File: src/rtl/ddr3_cmd_responder.sv
// DDR3 command responder: tracks the device init sequence (MR2, MR3, MR1, MR0, ZQCL) and decodes commands.
// Define DDR3_RESP_TIMING_CHECK_EN to add the tMRD, tMOD and ZQ-window timing checks.
module ddr3_cmd_responder #(
    parameter int unsigned TMRD    = 4,
    parameter int unsigned TMOD    = 12,
    parameter int unsigned TZQINIT = 512
) (
    input  logic        clk,
    input  logic        rst,
    input  logic        ddr3_reset_in,
    input  logic        ddr3_cke_in,
    input  logic        ddr3_cs_in,
    input  logic        ddr3_ras_in,
    input  logic        ddr3_cas_in,
    input  logic        ddr3_we_in,
    input  logic [2:0]  ddr3_ba_in,
    input  logic [13:0] ddr3_addr_in,
    output logic [13:0] mr0,
    output logic [13:0] mr1,
    output logic [13:0] mr2,
    output logic [13:0] mr3,
    output logic        cmd_valid,
    output logic [3:0]  cmd_code,
    output logic        init_done,
    output logic        err,
    output logic [2:0]  err_code,
    output logic        zq_busy
);

    localparam int unsigned    ZqW     = $clog2(TZQINIT + 1);
    localparam logic [ZqW-1:0] ZqLoad  = ZqW'(TZQINIT);
    localparam logic [ZqW-1:0] ZqOne   = ZqW'(1);
    localparam logic [3:0]     CmdNop  = 4'b0111;
    localparam logic [3:0]     CmdMrs  = 4'b0000;
    localparam logic [3:0]     CmdZqcl = 4'b0110;

    typedef enum logic [3:0] {
        RstHeld, WaitCke, WaitMr2, WaitMr3, WaitMr1, WaitMr0, WaitZq, ZqRun, Ready, Fail
    } state_e;

    state_e         state_q, mr_next;
    logic [ZqW-1:0] zq_cnt_q;
    logic [1:0]     rst_sync_q;
    logic [3:0]     cmd;
    logic [2:0]     mr_ba, zq_code;
    logic           run, cmd_is_nop, cmd_is_mrs, cmd_is_zqcl;
    logic           tmrd_bad, tmod_bad, in_mr_wait, init_mrs_ok, mr_load;

    // Reset release is synchronised; the FSM is frozen until the sync chain fills.
    always_ff @(posedge clk or negedge rst) begin
        if (!rst) rst_sync_q <= 2'b00;
        else      rst_sync_q <= {rst_sync_q[0], 1'b1};
    end

    assign run         = rst_sync_q[1];
    assign cmd         = {ddr3_cs_in, ddr3_ras_in, ddr3_cas_in, ddr3_we_in};
    assign cmd_is_nop  = ddr3_cs_in || (cmd == CmdNop);
    assign cmd_is_mrs  = (cmd == CmdMrs);
    assign cmd_is_zqcl = (cmd == CmdZqcl);

`ifdef DDR3_RESP_TIMING_CHECK_EN
    localparam logic [9:0] GapMax  = 10'd1023;
    localparam logic [9:0] TmrdGap = 10'(TMRD);
    localparam logic [9:0] TmodGap = 10'(TMOD);
    logic [9:0] gap_q;

    // Cycles since the last accepted-for-sampling MRS; saturates instead of wrapping.
    always_ff @(posedge clk or negedge rst) begin
        if (!rst)                                        gap_q <= '0;
        else if (run && ddr3_reset_in && cmd_is_mrs)     gap_q <= 10'd1;
        else if (gap_q != GapMax)                        gap_q <= gap_q + 10'd1;
    end

    assign tmrd_bad = (gap_q < TmrdGap);
    assign tmod_bad = (gap_q < TmodGap);
    assign zq_code  = 3'd4;
`else
    assign tmrd_bad = 1'b0;
    assign tmod_bad = 1'b0;
    assign zq_code  = 3'd1;
`endif

    always_comb begin
        mr_ba   = 3'd2;
        mr_next = WaitMr3;
        case (state_q)
            WaitMr3: begin mr_ba = 3'd3; mr_next = WaitMr1; end
            WaitMr1: begin mr_ba = 3'd1; mr_next = WaitMr0; end
            WaitMr0: begin mr_ba = 3'd0; mr_next = WaitZq;  end
            default: ;
        endcase
    end

    assign in_mr_wait  = (state_q == WaitMr2) || (state_q == WaitMr3) ||
                         (state_q == WaitMr1) || (state_q == WaitMr0);
    // MR2 opens the sequence, so there is no earlier MRS to measure tMRD against.
    assign init_mrs_ok = cmd_is_mrs && (ddr3_ba_in == mr_ba) &&
                         !((state_q != WaitMr2) && tmrd_bad);
    assign mr_load     = run && ddr3_reset_in && cmd_is_mrs &&
                         ((state_q == Ready) || (in_mr_wait && init_mrs_ok));

    always_ff @(posedge clk or negedge rst) begin
        if (!rst) begin
            mr0 <= '0;
            mr1 <= '0;
            mr2 <= '0;
            mr3 <= '0;
        end else if (mr_load) begin
            case (ddr3_ba_in)
                3'd0:    mr0 <= ddr3_addr_in;
                3'd1:    mr1 <= ddr3_addr_in;
                3'd2:    mr2 <= ddr3_addr_in;
                3'd3:    mr3 <= ddr3_addr_in;
                default: ;
            endcase
        end
    end

    always_ff @(posedge clk or negedge rst) begin
        if (!rst) begin
            state_q   <= RstHeld;
            zq_cnt_q  <= '0;
            cmd_valid <= 1'b0;
            cmd_code  <= CmdNop;
            init_done <= 1'b0;
            err       <= 1'b0;
            err_code  <= 3'd0;
            zq_busy   <= 1'b0;
        end else if (run) begin
            cmd_valid <= 1'b0;
            if (state_q != Fail && !ddr3_reset_in) begin
                state_q   <= RstHeld;
                init_done <= 1'b0;
                zq_busy   <= 1'b0;
            end else begin
                if (!cmd_is_nop && state_q != RstHeld && state_q != Fail) begin
                    cmd_valid <= 1'b1;
                    cmd_code  <= cmd;
                end
                case (state_q)
                    RstHeld: state_q <= WaitCke;
                    WaitCke: begin
                        if (!cmd_is_nop) begin
                            state_q <= Fail; err <= 1'b1; err_code <= 3'd1;
                        end else if (ddr3_cke_in) begin
                            state_q <= WaitMr2;
                        end
                    end
                    WaitMr2, WaitMr3, WaitMr1, WaitMr0: begin
                        if (!cmd_is_nop) begin
                            if (init_mrs_ok) begin
                                state_q <= mr_next;
                            end else begin
                                state_q  <= Fail;
                                err      <= 1'b1;
                                err_code <= (cmd_is_mrs && ddr3_ba_in == mr_ba) ? 3'd2 : 3'd1;
                            end
                        end
                    end
                    WaitZq: begin
                        if (!cmd_is_nop) begin
                            if (!cmd_is_zqcl) begin
                                state_q <= Fail; err <= 1'b1; err_code <= 3'd1;
                            end else if (tmod_bad) begin
                                state_q <= Fail; err <= 1'b1; err_code <= 3'd3;
                            end else begin
                                state_q  <= ZqRun;
                                zq_cnt_q <= ZqLoad;
                                zq_busy  <= 1'b1;
                            end
                        end
                    end
                    ZqRun: begin
                        if (!cmd_is_nop) begin
                            state_q  <= Fail;
                            err      <= 1'b1;
                            err_code <= zq_code;
                            zq_busy  <= 1'b0;
                        end else if (zq_cnt_q == '0) begin
                            state_q   <= Ready;
                            init_done <= 1'b1;
                            zq_busy   <= 1'b0;
                        end else begin
                            zq_cnt_q <= zq_cnt_q - ZqOne;
                        end
                    end
                    default: ;
                endcase
            end
        end
    end

endmodule

File: config.mk
export PLATFORM = sky130hd
export DESIGN_NAME = ddr3_cmd_responder
export DESIGN_NICKNAME = d
export VERILOG_FILES = /design/src/rtl/ddr3_cmd_responder.sv
export SDC_FILE = /design/constraint.sdc
export NUM_CORES = 1
export LEC_CHECK = 0
export ABC_AREA = 0
export BUFFER_PORTS_ARGS = -buffer_cell sky130_fd_sc_hd__buf_4
export CAP_MARGIN = 10
export CORE_MARGIN = 5
export CORE_UTILIZATION = 40
export DETAILED_ROUTE_END_ITERATION = 6
export PLACE_DENSITY = 0.69
export SLEW_MARGIN = 20
export SYNTH_ARGS = -nofsm -noshare
export SYNTH_HDL_FRONTEND = slang
export SYNTH_SLANG_ARGS = --single-unit
File: constraint.sdc
create_clock -name clk -period 2.2 [get_ports clk]
set_input_delay 0.11 -clock clk [delete_from_list [all_inputs] [get_ports clk]]
set_output_delay 0.11 -clock clk [all_outputs]
set_load 0.005 [all_outputs]
==> run summary, run 1 <==
Worst-margin pin slew = 589 ps
Die Footprint = 12000 um^2
Ys Warns = 0
Routed Antenna Nets = 0
RePlAce Congestion = 0.908
Cell Chain, Critical Path = or4b_4 -> a21oi_2 -> a211o_4 -> nand4_4 -> buf_6 -> mux2_4
Design area = 5250 um^2
Worst slew margin relative to its limit = 60.6%
Hold Slack = 185 ps
First-pass GRT wire length = 15.4 mm
Chip Height = 110 um
Leakage = 2.71 nW
Max Clk Rate = 0.478 GHz
Top-area cell type share of the netlist area = 48.6%
Post-Route Setup TNS = 0 ps
Antenna violations before repair = 0
Critical path capture point type = register
Fin crit share = 95.1%
DP Area = 4840 um^2
Hold Crit Class = in -> reg
Main synth FF type = dfrtp_1
Power density cells = 605 nW/um^2
Fin util = 54.0%
Endpoints failing setup = 0
Clk slew on worst S/H paths = 90 ps
Vias post-DR = 2972
Flops & latches, synth = 80
Number of global-route vias before repair = 2958
CTS Buffer Depth = 2
Commonest non-fill, non-tap cell in the layout = buf_4
Post-synth ARST share = 100%
Core ar. = 9730 um^2
Critical path data required time = 2440 ps
Layout area overhead = 32.5%
CTS buffer count = 9
Setup crit start kind = register
Max-Cap Viols = 0
Pin count of the biggest net entering global routing = 45
Final WS setup = 107 ps
Worst Clk Skew = 12.7 ps
Routed WL = 9.77 mm
Wire per inst = 17.1 um
Slowest cell on crit path = or4b_4
Kind of critical path = reg -> reg
H-tree depth = 3
Period minus WS final = 2090 ps
Io pins = 92
CTS sink cnt = 80
WP data arrival = 2340 ps
Initial Util = 40.7%
Worst Setup Slack post-DPL = 23.1 ps
Fin nets = 458
Mapped Area = 3960 um^2
Gate count of the mapped netlist = 314
Distinct cells, synth = 56
Final HPWL from detailed placement = 6.89 mm
Drt first pass iters = 5
Grt total ovfl = 0
GRT Total Usage = 16.6%
Non-Filler Instances = 570
Peak supply drop = 0.000424 V
CTS tree = yes
ANT cells = 0
Sequential fraction of the synthesis area = 50.6%
Synth area leader = dfrtp_1
Worst skew pair latency = 360 ps
Row cnt = 36
Dpl cells = 535
CTS root buf = clkbuf_8
Area contributors post-synth = dfrtp_1, mux2_4, mux2_2
Crit Path Max Fanout = 11
Avg Inst Size Synth = 12.6 um^2
Initial DRC count = 204
Vias per cell = 5.21
Post-synth EDFFs = 0
Die width = 110 um
Most frequent cells in the layout = buf_4, dfrtp_1, mux2_4, o21ai_0, mux2_2
Port-buffer cells = 89
Layout cells sized above 1 = 46.2%
Total power = 3.17 mW
Fin. Hold Viols = 0
Drt drc = 0
Status = completed
Crit-path max cell delay = 550 ps
Max-slew violation count = 0
-- metal layers --
layer	vias up	share of wire, %	global-route usage [%]
met1	1464	43	21.8
met2	104	50	26.6
met3	16	4.4	3.70
li1	1388	-	-
met4	0	1.7	6.41
met5	-	0	0
-- what timing repair did --
item,CTS,global route
buffers inserted,0,1
resized for setup,0,5
endpoints found under the hold margin,89,0
hold buffers,18,0
setup endpoints to repair,0,31
-- critical path, delay by kind of cell (launching register included) --
family                 cells  cell delay (ps)
buffers and inverters      1              200
multiplexers               1              310
AO/OA/AOI/OAI              2              370
AND/OR/NAND/NOR            2              680
flip-flops                 1              410
-- registers in the layout, summed over array words and instances, names as in the netlist --
signal and flops:
cmd_valid 1, init_done 1, mr0 14, state_q 4, mr3 14, zq_cnt_q 10
zq_busy 1, mr1 14, mr2 14, err_code 1, rst_sync_q 2, cmd_code 4
-- cells by family after synthesis --
group	Yosys count	share of synthesized area, %
compound gates	66	11.2
fa+ha+maj	1	0.316
xor+xnor	1	0.221
simple gates	78	12.9
other cells	2	0.190
buf+inv	26	3.79
mux	60	20.8
flops	80	50.6
-- Yosys cell counts, types with 2 or more instances --
cell type,count
a21o_1,4
a21oi_1,11
a31oi_1,6
a32o_1,2
a41o_1,2
and3_1,3
buf_4,4
buf_6,5
clkbuf_1,9
conb_1,2
dfrtp_1,77
dfstp_2,3
inv_1,7
mux2_2,20
mux2_4,40
nand2_1,11
nand2b_1,9
nand3_1,3
nand3b_1,2
nand4_1,3
nand4_4,3
nand4b_1,3
nor2_1,17
nor2b_1,5
nor3_1,5
nor3b_1,3
nor4_1,2
o21ai_0,21
o31ai_1,5
-- cell type report --
cell class	instances	area, um^2
Multi-Input combinational cell	209	1830
Fill cell	857	4480
Inverter	7	26.3
Tap cell	133	166
Clock inverter	7	62.6
Sequential cell	80	2010
Timing Repair Buffer	125	1040
Clock buffer	9	124
-- path summary, 6_finish.rpt --
check / from / endpoint / slack, ps / cells after the start
setup / recovery: state_q[1]$_DFFE_PN0P_ / mr2[10]$_DFFE_PN0P_ / 110 / 6
hold / removal: ddr3_ba_in[2] / state_q[2]$_DFFE_PN0P_ / 180 / 4
setup reg to reg: state_q[1]$_DFFE_PN0P_ / mr2[10]$_DFFE_PN0P_ / 110 / 6
hold reg to reg: rst_sync_q[0]$_DFF_PN0_ / rst_sync_q[1]$_DFF_PN0_ / 360 / 0
max in group asynchronous: rst / cmd_code[1]$_DFFE_PN1P_ / 1270 / 3
min in group asynchronous: rst / mr0[11]$_DFFE_PN0P_ / 260 / 2
-- report_power, final --
part | internal [mW] | switching, mW | total (mW)
sequential | 1.55 | 0.0647 | 1.62
combinational | 0.258 | 0.254 | 0.512
clock | 0.433 | 0.613 | 1.05
total | 2.24 | 0.932 | 3.17
(Power assumes the default switching activity.)
==> inputs of run 2 (changes only) <==
Settings changed: CTS_CLUSTER_SIZE set to 25, MAX_ROUTING_LAYER set to met4.
==> run 2 against run 1 <==
Net effect: clock skew up 1.6 ps; sequential share of layout area up 1.1 points; final cell count down 2.3%; global-route usage about the same; critical path type unchanged; die area unchanged; utilization down 1.5 points.
==> run summary, run 2 (synthesis gave the netlist of run 1 again) <==
Filler Cell Count = 855
Routed WL = 9.61 mm
Fin nets = 445
Max-Cap Viols = 0
Setup crit start kind = register
Antenna violations before repair = 0
Commonest non-fill, non-tap cell in the layout = buf_4
Row cnt = 36
Kind of critical path = reg -> reg
Vias post-DR = 2961
CTS tree = yes
Drt first pass iters = 4
Fin. Hold Viols = 0
CTS Buffer Depth = 2
Final HPWL from detailed placement = 6.99 mm
Design area = 5110 um^2
DP Area = 4840 um^2
Worst Setup Slack post-DPL = 37.4 ps
Worst skew pair latency = 350 ps
Slowest cell on crit path = or4b_4
Grt peak-use layer = met2
CTS sink cnt = 80
Peak supply drop = 0.000611 V
Critical path capture point type = register
Worst slew margin relative to its limit = 56.9%
Crit-path max cell delay = 550 ps
Clk slew on worst S/H paths = 90 ps
Non-Filler Instances = 557
Core ar. = 9730 um^2
Endpoints failing setup = 0
Number of global-route vias before repair = 2952
Routed Antenna Nets = 0
CTS buffer count = 9
Die width = 110 um
Chip Height = 110 um
Initial DRC count = 274
Most frequent cells in the layout = buf_4, dfrtp_1, mux2_4, o21ai_0, mux2_2
Post-Route Setup TNS = 0 ps
First-pass GRT wire length = 15.2 mm
Pin count of the biggest net entering global routing = 51
Fin crit share = 94.1%
Critical path data required time = 2420 ps
Grt met1 use = 21.5%
Layout area overhead = 28.9%
GRT Total Usage = 16.6%
Wire per inst = 17.3 um
Max-slew violation count = 0
Fin util = 52.5%
Total power = 3.18 mW
Dpl cells = 536
Vias per cell = 5.32
Worst Clk Skew = 14.3 ps
Global routing usage on met2 = 25.2%
ANT cells = 0
CTS root buf = clkbuf_8
H-tree depth = 3
Hold Crit Class = in -> reg
Hold Slack = 23.9 ps
Layout cells sized above 1 = 47.9%
M3 GR Usage = 3.46%
Final WS setup = 129 ps
Drt drc = 0
RePlAce Congestion = 0.879
Cell Chain, Critical Path = or4b_4 -> a21oi_2 -> a211o_4 -> nand4_4 -> buf_6 -> mux2_4
Initial Util = 40.7%
Die Footprint = 12000 um^2
Worst-margin pin slew = 646 ps
Grt total ovfl = 0
Crit Path Max Fanout = 11
Port-buffer cells = 89
Power density cells = 622 nW/um^2
Status = completed
Io pins = 92
Period minus WS final = 2070 ps
WP data arrival = 2290 ps
Max Clk Rate = 0.483 GHz
Leakage = 2.66 nW
-- run 2: layer usage --
metal  wire, um  up-vias
li1           -     1360
met1       4230     1467
met2       4730      116
met3        450       18
met4        208        0
met5          0        -
-- run 2: power by group --
| group | leakage (nW) | switching (mW) | total [mW] | internal [mW] |
|---|---|---|---|---|
| Clock | 0.0968 | 0.548 | 1.08 | 0.531 |
| Combinational | 1.47 | 0.247 | 0.484 | 0.237 |
| Sequential | 1.09 | 0.0642 | 1.62 | 1.55 |
| Total | 2.66 | 0.860 | 3.18 | 2.32 |
-- run 2: critical path, delay by kind of cell, from the launching register on --
family	cells	cell delay [ps]
and+or+nand+nor	2	670
DFF	1	400
AOI/OAI and AO/OA	2	370
muxes	1	310
buffers and inverters	1	200
-- run 2: timing repair --
action / 4_1_cts / 5_1_grt
hold buffers: 3 / 0
endpoints found under the setup margin: 0 / 31
gates resized for setup: 0 / 5
buffers inserted: 0 / 2
hold endpoints to repair: 49 / 0
-- run 2: final timing paths --
check                                        startpoint                      end  slack, ps  cells past startpoint
max in group asynchronous                           rst  cmd_code[0]$_DFFE_PN1P_       1110                      3
worst max register to register   state_q[1]$_DFFE_PN0P_       mr2[8]$_DFFE_PN0P_        130                      6
min in group asynchronous                           rst       mr3[9]$_DFFE_PN0P_        360                      2
worst min register to register  rst_sync_q[0]$_DFF_PN0_  rst_sync_q[1]$_DFF_PN0_        390                      0
worst max-delay path             state_q[1]$_DFFE_PN0P_       mr2[8]$_DFFE_PN0P_        130                      6
worst min-delay path                    ddr3_addr_in[2]       mr1[2]$_DFFE_PN0P_         20                      2
-- run 2: cell type report --
cell class / count / area, um^2 / share of cell area [%]
clock buffer: 10 / 128 / 2.50
clock inverter: 6 / 68.8 / 1.35
inverter: 7 / 26.3 / 0.514
multi-input combinational: 209 / 1820 / 35.7
sequential: 80 / 2010 / 39.3
tap: 133 / 166 / 3.26
timing repair buffer: 112 / 890 / 17.4
==> inputs of run 3 (changes only) <==
==> constraint.sdc (replaced) <==
create_clock -name clk -period 2.2 [get_ports clk]
set_input_delay 0.33 -clock clk [delete_from_list [all_inputs] [get_ports clk]]
set_output_delay 0.33 -clock clk [all_outputs]
set_load 0.005 [all_outputs]
==> run 3 against run 2 <==
Net effect: register-to-register slack got worse by 40 ps; cell area grew 0.73%; final cell count up 1.1%; critical path type unchanged; sequential cell count unchanged; clock-buffer cell count fell by 1; hold slack gained 190 ps; die area did not move; clock skew down 4.3 ps; wire length is 1.7% lower; worst setup slack worse by 40 ps.
==> run summary, run 3 (synthesis gave the netlist of run 1 again) <==
Status = completed
Hold wc startpoint = ddr3_addr_in[4]
WP data arrival = 2350 ps
R2R Setup Slk = 90 ps
CTS root buf = clkbuf_8
GRT Total Usage = 16.5%
Filler Cell Count = 856
ANT cells = 0
Critical path data required time = 2440 ps
First-pass GRT wire length = 14.9 mm
Fin nets = 451
Total power = 3.13 mW
Reg-to-reg startpoint = state_q[1]$_DFFE_PN0P_
Most frequent cells in the layout = buf_4, dfrtp_1, mux2_4, o21ai_0, mux2_2
Max Clk Rate = 0.474 GHz
Vias per cell = 5.12
CTS sink cnt = 80
Period minus WS final = 2110 ps
Worst Clk Skew = 10.0 ps
Worst skew pair latency = 360 ps
Grt total ovfl = 0
Crit-path max cell delay = 570 ps
Final HPWL from detailed placement = 6.91 mm
Antenna violations before repair = 0
Post-Route Setup TNS = 0 ps
RePlAce Congestion = 0.892
Leakage = 2.69 nW
Vias post-DR = 2882
Port-buffer cells = 89
Power density cells = 609 nW/um^2
FF+latch area = 2010 um^2
Endpoints failing setup = 0
Fin. Hold Viols = 0
CTS Buffer Depth = 2
Drt first pass iters = 4
Initial DRC count = 117
Max-Cap Viols = 0
H-tree depth = 3
Wire per inst = 16.8 um
Routed WL = 9.45 mm
Peak supply drop = 0.000653 V
Row cnt = 36
Hold Crit Class = in -> reg
Worst slew margin relative to its limit = 55.9%
Commonest non-fill, non-tap cell in the layout = buf_4
Setup crit start kind = register
Cell Chain, Critical Path = or4b_4 -> a21oi_2 -> a211o_4 -> nand4_4 -> buf_12 -> mux2_4
Max-slew violation count = 0
Clk slew on worst S/H paths = 100 ps
Chip Height = 110 um
Layout cells sized above 1 = 49.1%
Die width = 110 um
CTS tree = yes
Routed Antenna Nets = 0
RSZ-0062 raised after global routing = no
Hold Slack = 218 ps
Multi-input combinational cell area = 1830 um^2
Number of global-route vias before repair = 2907
Initial Util = 40.7%
Crit Path Max Fanout = 14
Worst setup startpoint = state_q[1]$_DFFE_PN0P_
Slowest cell on crit path = or4b_4
Drt drc = 0
Postcts setup bufs = 0
Worst-margin pin slew = 662 ps
Layout area overhead = 29.9%
Core ar. = 9730 um^2
Fin util = 52.9%
Critical path capture point type = register
Kind of critical path = reg -> reg
Fin crit share = 95.9%
Pin count of the biggest net entering global routing = 50
CTS buffer count = 9
Die Footprint = 12000 um^2
Io pins = 92
run 3: cell types whose count changed in the layout (fill, tap and decap cells not counted), sizes merged:
cell | previous run | this run
buf | 109 | 117
inv | 8 | 11
dlygate4sd3 | 3 | 1
bufinv | 1 | 0
clkbuf | 10 | 9
clkinv | 3 | 2
run 3: repair_timing:
item	4_1_cts	5_1_grt
endpoints found under the setup margin	0	10
hold buffers	1	0
hold endpoints to repair	8	0
gates resized for setup	0	3
run 3: through the flow:
step           cell area [um^2]  std cells  setup WS, ps
2_1_floorplan              3970        315           182
3_3_place_gp               4940        546           111
3_5_place_dp               4940        546          62.2
4_1_cts                    5130        563          62.0
5_1_grt                    5150        563          6.75
6_report                   5150        563          89.4
run 3: per-layer routing:
| metal | vias up | GRT usage (%) | share of wire (%) |
|---|---|---|---|
| met2 | 77 | 26.2 | 51 |
| met4 | 0 | 5.34 | 1.5 |
| met1 | 1427 | 20.8 | 43 |
| li1 | 1367 | - | - |
| met3 | 11 | 3.99 | 4.9 |
| met5 | - | - | 0 |
run 3: path summary, 6_finish.rpt:
kind | to | cells after the start
max | mr0[8]$_DFFE_PN0P_ | 6
min | mr0[4]$_DFFE_PN0P_ | 2
max reg2reg | mr0[8]$_DFFE_PN0P_ | 6
min reg2reg | rst_sync_q[1]$_DFF_PN0_ | 0
max in group asynchronous | mr2[4]$_DFFE_PN0P_ | 3
min in group asynchronous | mr2[9]$_DFFE_PN0P_ | 2
run 3: power breakdown:
group / leakage (nW) / switching, mW / internal (mW) / total, mW
sequential: 1.09 / 0.0691 / 1.55 / 1.62
combinational: 1.51 / 0.240 / 0.253 / 0.493
clock: 0.0925 / 0.590 / 0.429 / 1.02
total: 2.69 / 0.900 / 2.23 / 3.13
run 3: cell type report:
type                    instances  area share [%]
flip-flops and latches         80            39.0
multi-input cells             209            35.5
repair buffers                118            18.2
well taps                     133            3.23
clock buffers                   9            2.41
clock inverters                 7            1.14
inverters                       7           0.511
run 3: critical path: cells and delay by family (launching register included):
| kind | cells | cell delay, ps |
|---|---|---|
| mux | 1 | 300 |
| flops | 1 | 440 |
| buf+inv | 1 | 180 |
| simple gates | 2 | 680 |
| compound gates | 2 | 390 |
